File: src/rtl/dmem_arbiter.sv
// Data-memory arbiter: the processor M stage and the VGA reader share one RAM port.
// A starvation counter forces a VGA slot, and a return tag steers read data back.
module dmem_arbiter #(
  parameter int ADDR_W       = 12,
  parameter int DATA_W       = 32,
  parameter int STARVE_LIMIT = 8
) (
  input  logic              clock,
  input  logic              reset,
  input  logic              proc_req,
  input  logic              proc_wren,
  input  logic [ADDR_W-1:0] proc_addr,
  input  logic [DATA_W-1:0] proc_data,
  output logic              proc_stall,
  output logic              proc_rvalid,
  output logic [DATA_W-1:0] proc_rdata,
  input  logic              vga_req,
  input  logic [ADDR_W-1:0] vga_addr,
  output logic              vga_gnt,
  output logic              vga_rvalid,
  output logic [DATA_W-1:0] vga_rdata,
  output logic [ADDR_W-1:0] dmem_addr,
  output logic [DATA_W-1:0] dmem_data,
  output logic              dmem_wren,
  input  logic [DATA_W-1:0] dmem_q
);

  typedef enum logic [1:0] {
    OWN_NONE,
    OWN_PROC,
    OWN_VGA
  } owner_e;

  localparam logic [7:0] LIMIT = 8'(STARVE_LIMIT);

  owner_e     owner_q, owner_d;
  logic [7:0] starve_q, starve_d;
  logic       force_vga;
  logic       proc_gnt;
  logic       vga_gnt_w;

  // Every grant is gated by reset so nothing reaches the RAM while held.
  always_comb begin
    force_vga = reset && vga_req && proc_req
                && (starve_q == LIMIT);
    proc_gnt  = reset && proc_req && !force_vga;
    vga_gnt_w = reset && vga_req
                && (!proc_req || force_vga);
  end

  always_comb begin
    dmem_addr = vga_addr;
    dmem_data = '0;
    dmem_wren = 1'b0;
    if (proc_gnt) begin
      dmem_addr = proc_addr;
      dmem_data = proc_data;
      dmem_wren = proc_wren;
    end
  end

  always_comb begin
    starve_d = starve_q;
    if (!vga_req || vga_gnt_w) begin
      starve_d = '0;
    end else if (starve_q < LIMIT) begin
      starve_d = starve_q + 8'd1;
    end
  end

  // Stores produce no read data, so they leave the tag empty.
  always_comb begin
    owner_d = OWN_NONE;
    unique case (1'b1)
      proc_gnt && !proc_wren: owner_d = OWN_PROC;
      vga_gnt_w:              owner_d = OWN_VGA;
      default:                owner_d = OWN_NONE;
    endcase
  end

  always_ff @(posedge clock) begin
    if (!reset) begin
      starve_q <= '0;
      owner_q  <= OWN_NONE;
    end else begin
      starve_q <= starve_d;
      owner_q  <= owner_d;
    end
  end

  assign vga_gnt     = vga_gnt_w;
  assign proc_stall  = force_vga;
  assign proc_rvalid = (owner_q == OWN_PROC);
  assign vga_rvalid  = (owner_q == OWN_VGA);
  assign proc_rdata  = dmem_q;
  assign vga_rdata   = dmem_q;

endmodule

File: config.mk
export PLATFORM = sky130hd
export DESIGN_NAME = dmem_arbiter
export DESIGN_NICKNAME = d
export VERILOG_FILES = /design/src/rtl/dmem_arbiter.sv
export SDC_FILE = /design/constraint.sdc
export NUM_CORES = 1
export LEC_CHECK = 0
export ABC_AREA = 1
export CELL_PAD_IN_SITES_DETAIL_PLACEMENT = 0
export CELL_PAD_IN_SITES_GLOBAL_PLACEMENT = 2
export CORE_MARGIN = 2
export CORE_UTILIZATION = 10
export DETAILED_ROUTE_END_ITERATION = 8
export PLACE_DENSITY = 0.91
export SKIP_LAST_GASP = 1
export SLEW_MARGIN = 5
export SYNTH_ARGS = -nofsm -noshare
export SYNTH_HDL_FRONTEND = slang
export SYNTH_SLANG_ARGS = --single-unit
File: constraint.sdc
create_clock -name clock -period 1.6 [get_ports clock]
set_input_delay 0.48 -clock clock [delete_from_list [all_inputs] [get_ports clock]]
set_output_delay 0.48 -clock clock [all_outputs]
set_load 0.01 [all_outputs]
==> results.py <==
metrics = {
    "floorplanning": {
        "die_h_um": 122,
        "die-width_um": 122,
        "rows": 43,
        "ios": 206,
        "dieArea_um2": 14900,
        "core_area_um2": 13700,
        "start_util": 0.101,
    },
    "timing": {
        "setup_violations": 47,
        "fin_crit_ps": 2080,
        "post-route-period-util": 1.30,
        "worst_slew_pin_slew_ps": 483,
        "hold_viol_final": 0,
        "finClkSkew_ps": 3.43,
        "hold-worst-slack_ps": 433,
        "max_freq_ghz": 0.480,
        "rsz0062_at_grt": "yes",
        "worst_slack_ps": -485,
        "drv_slew": 0,
        "slew_headroom": 0.676,
    },
    "place": {
        "hpwl_mm": 3.58,
        "place_congestion": 0.697,
        "dpl_cell_area_um2": 2630,
        "io_buffers": 109,
    },
    "route": {
        "dr.pass1.iters": 4,
        "vias": 1495,
        "drc": 0,
        "viasPerCell": 3.08,
        "drt-initial-drc-count": 6,
        "routedWlPerCell_um": 9.44,
        "wirelength_mm": 4.59,
        "antenna_left": 0,
    },
    "power_and_ir_drop": {
        "swShare": 0.270,
        "p_sw_mw": 0.336,
        "intPower_mw": 0.911,
        "pwr-share-seq": 0.205,
        "p_per_area_nw_per_um2": 428,
        "peakVddDrop_uv": 304,
        "power_frac_comb": 0.446,
        "pwr-share-clk": 0.349,
        "leakage_nw": 1.34,
    },
    "synth": {
        "ys_seq_elements": 10,
        "yosysSeqAreaShare": 0.144,
        "syn_nets": 328,
        "ys_warn_count": 0,
        "synth.cell_area_um2": 1390,
        "syn_inst": 233,
        "yosysUniqueCellTypes": 20,
        "avgSynthCellArea_um2": 5.97,
    },
    "cells_and_area": {
        "area_growth_pct": 110,
        "finalNetCount": 403,
        "antenna_cells": 0,
        "final_area_um2": 2910,
        "fillers": 1530,
        "drive_gt1_frac": 0.484,
    },
    "clocking": {
        "cts_tree": "built",
        "clock-sinks": 10,
        "cts-root-buf": "clkbuf_16",
        "cts_hold_buf": 0,
        "cts_max_level": 1,
        "clk_pin_slew_ps": 40,
        "cts_buffers": 3,
        "clock_path_buffers": 2,
        "insertion_delay_ps": 240,
    },
    "setup_path": {
        "critical_path_peak_fanout": 6,
        "slowest_delay_ps": 260,
        "r2r_cells": 7,
        "cpMaxStageDelayCell": "dlygate4sd2_1",
        "crit_path_cell_trace": "dlygate4sd2_1, nand2_4, nor2_4, nand2_4, nand2_8, buf_12, buf_16, buf_4, nor2_4, buf_6",
        "crit_required_ps": 1120,
        "startpoint_type": "input pin",
        "critPathLaunch": "reset",
        "end_kind": "output pin",
        "reg2reg_from": "starve_q[1]",
        "arrival_ps": 1600,
        "critPathKind": "input pin to output pin",
    },
    "grt": {
        "grt_max_degree": 16,
        "grt_overflow": 0,
        "grt_util_all_layers": 0.0596,
        "grt_pass1_wl_mm": 6.95,
        "grt_pass1_vias": 1519,
        "antenna_found_initial": 0,
    },
    "worst_hold_path": {
        "worstHoldStart": "starve_q[7]",
        "hold_path.class": "register to register",
        "min_delay_path_depth": 2,
    },
    "run_status": {
        "status": "finished, violations left",
        "violations": "negative setup slack",
    },
    "run": {
        "cap_viol_max_count": 0,
    },
}
-- cells in the mapped netlist --
cell / count / area share
buf_6: 1 / 0.0081
nand2_2: 1 / 0.0045
buf_4: 67 / 0.36
nor2_1: 40 / 0.11
a21oi_1: 5 / 0.018
nand2_1: 32 / 0.086
nand2_4: 2 / 0.016
nor2_2: 3 / 0.014
nor2_4: 1 / 0.0081
xor2_1: 1 / 0.0063
o21ai_1: 1 / 0.0036
nand3_1: 14 / 0.050
ha_1: 2 / 0.018
inv_2: 1 / 0.0027
nand3_2: 1 / 0.0072
inv_1: 47 / 0.13
buf_2: 2 / 0.0072
o21ai_0: 1 / 0.0036
dfxtp_1: 10 / 0.14
nand3b_1: 1 / 0.0054
-- metal layers --
layer	share of wire	GRT usage	vias up
met5	0	0	-
met4	0.017	0.0266	0
met3	0.096	0.0173	10
met2	0.53	0.108	75
met1	0.36	0.0635	655
li1	-	-	755
-- sequential cells by signal, summed over array words and instances, names as in the netlist --
signal / cells
starve_q: 8
owner_q: 2
-- placed cells by master (no fill, tap or decap) --
cell	synthesis	final
a21oi_1	5	4
a21oi_2	0	1
buf_12	0	5
buf_16	0	1
buf_2	2	6
buf_4	67	18
buf_6	1	42
buf_8	0	1
clkbuf_16	0	3
clkbuf_2	0	5
clkdlybuf4s15_2	0	1
clkdlybuf4s50_1	0	57
dfxtp_1	10	8
dfxtp_2	0	2
dlygate4sd2_1	0	4
ha_1	2	1
ha_4	0	1
inv_1	47	44
inv_2	1	4
nand2_1	32	15
nand2_2	1	16
nand2_4	2	3
nand2_8	0	1
nand3_1	14	14
nand3_4	0	1
nand3b_1	1	1
nor2_1	40	7
nor2_2	3	5
nor2_4	1	32
o21ai_0	1	1
o21ai_1	1	1
xor2_1	1	1
-- cell type report --
class                      instances  area [µm²]  area share
clock buffer                       3        75.1      0.0258
inverter                          48         180      0.0618
multi-input combinational        105         808       0.277
sequential                        10         203      0.0696
tap                              180         225      0.0773
timing repair buffer             140        1420       0.488
-- through the flow --
| stage | utilization | setup TNS [ps] | setup WS (ps) | cells | total power, mW |
|---|---|---|---|---|---|
| finish | 0.212 | -18840 | -485 | 486 | 1.25 |
| global route | 0.212 | -23330 | -559 | 486 | 1.31 |
| CTS | 0.214 | -23930 | -572 | 482 | 1.28 |
| floorplan | - | -215 | -35.9 | 233 | 0.637 |
| detailed placement | 0.192 | -52180 | -1200 | 467 | 0.768 |
| global placement | 0.192 | -51140 | -1170 | 467 | 0.765 |
-- power by group through the flow --
stage	clock network [mW]	registers [mW]	logic (mW)
after global placement	0	0.260	0.505
after CTS	0.443	0.256	0.576
final	0.435	0.256	0.556
after global routing	0.452	0.256	0.601
after floorplan	0	0.260	0.377
after detailed placement	0	0.260	0.509
-- worst max-delay path, delay by kind of cell --
kind,cells,cell delay [ps]
buffers and inverters,5,750
AND/OR/NAND/NOR,5,360
-- worst paths after layout --
kind / end / slack [ps]
worst max register to register: starve_q[2] / 130
worst max-delay path: dmem_data[18] / -480
worst min-delay path: starve_q[7] / 430
worst min register to register: starve_q[7] / 430
-- kinds of logic (layout without fill, tap and decap cells) --
kind of cell	count (synthesis)	in the layout	share of synthesized area
AND/OR/NAND/NOR	95	95	0.300
flip-flops	10	10	0.144
buffers and inverters	118	191	0.507
AO/OA/AOI/OAI	7	7	0.0252
adder cells (fa/ha/maj)	2	2	0.0180
XOR/XNOR	1	1	0.00630
-- repair_timing --
action / CTS / global route
buffers inserted: 10 / 9
setup endpoints to repair: 49 / 47
pin swaps: 11 / 4
resized for setup: 232 / 19
endpoints found under the hold margin: 0 / 0
cloned: 3 / 0
Power figures use the tool's default switching activity.
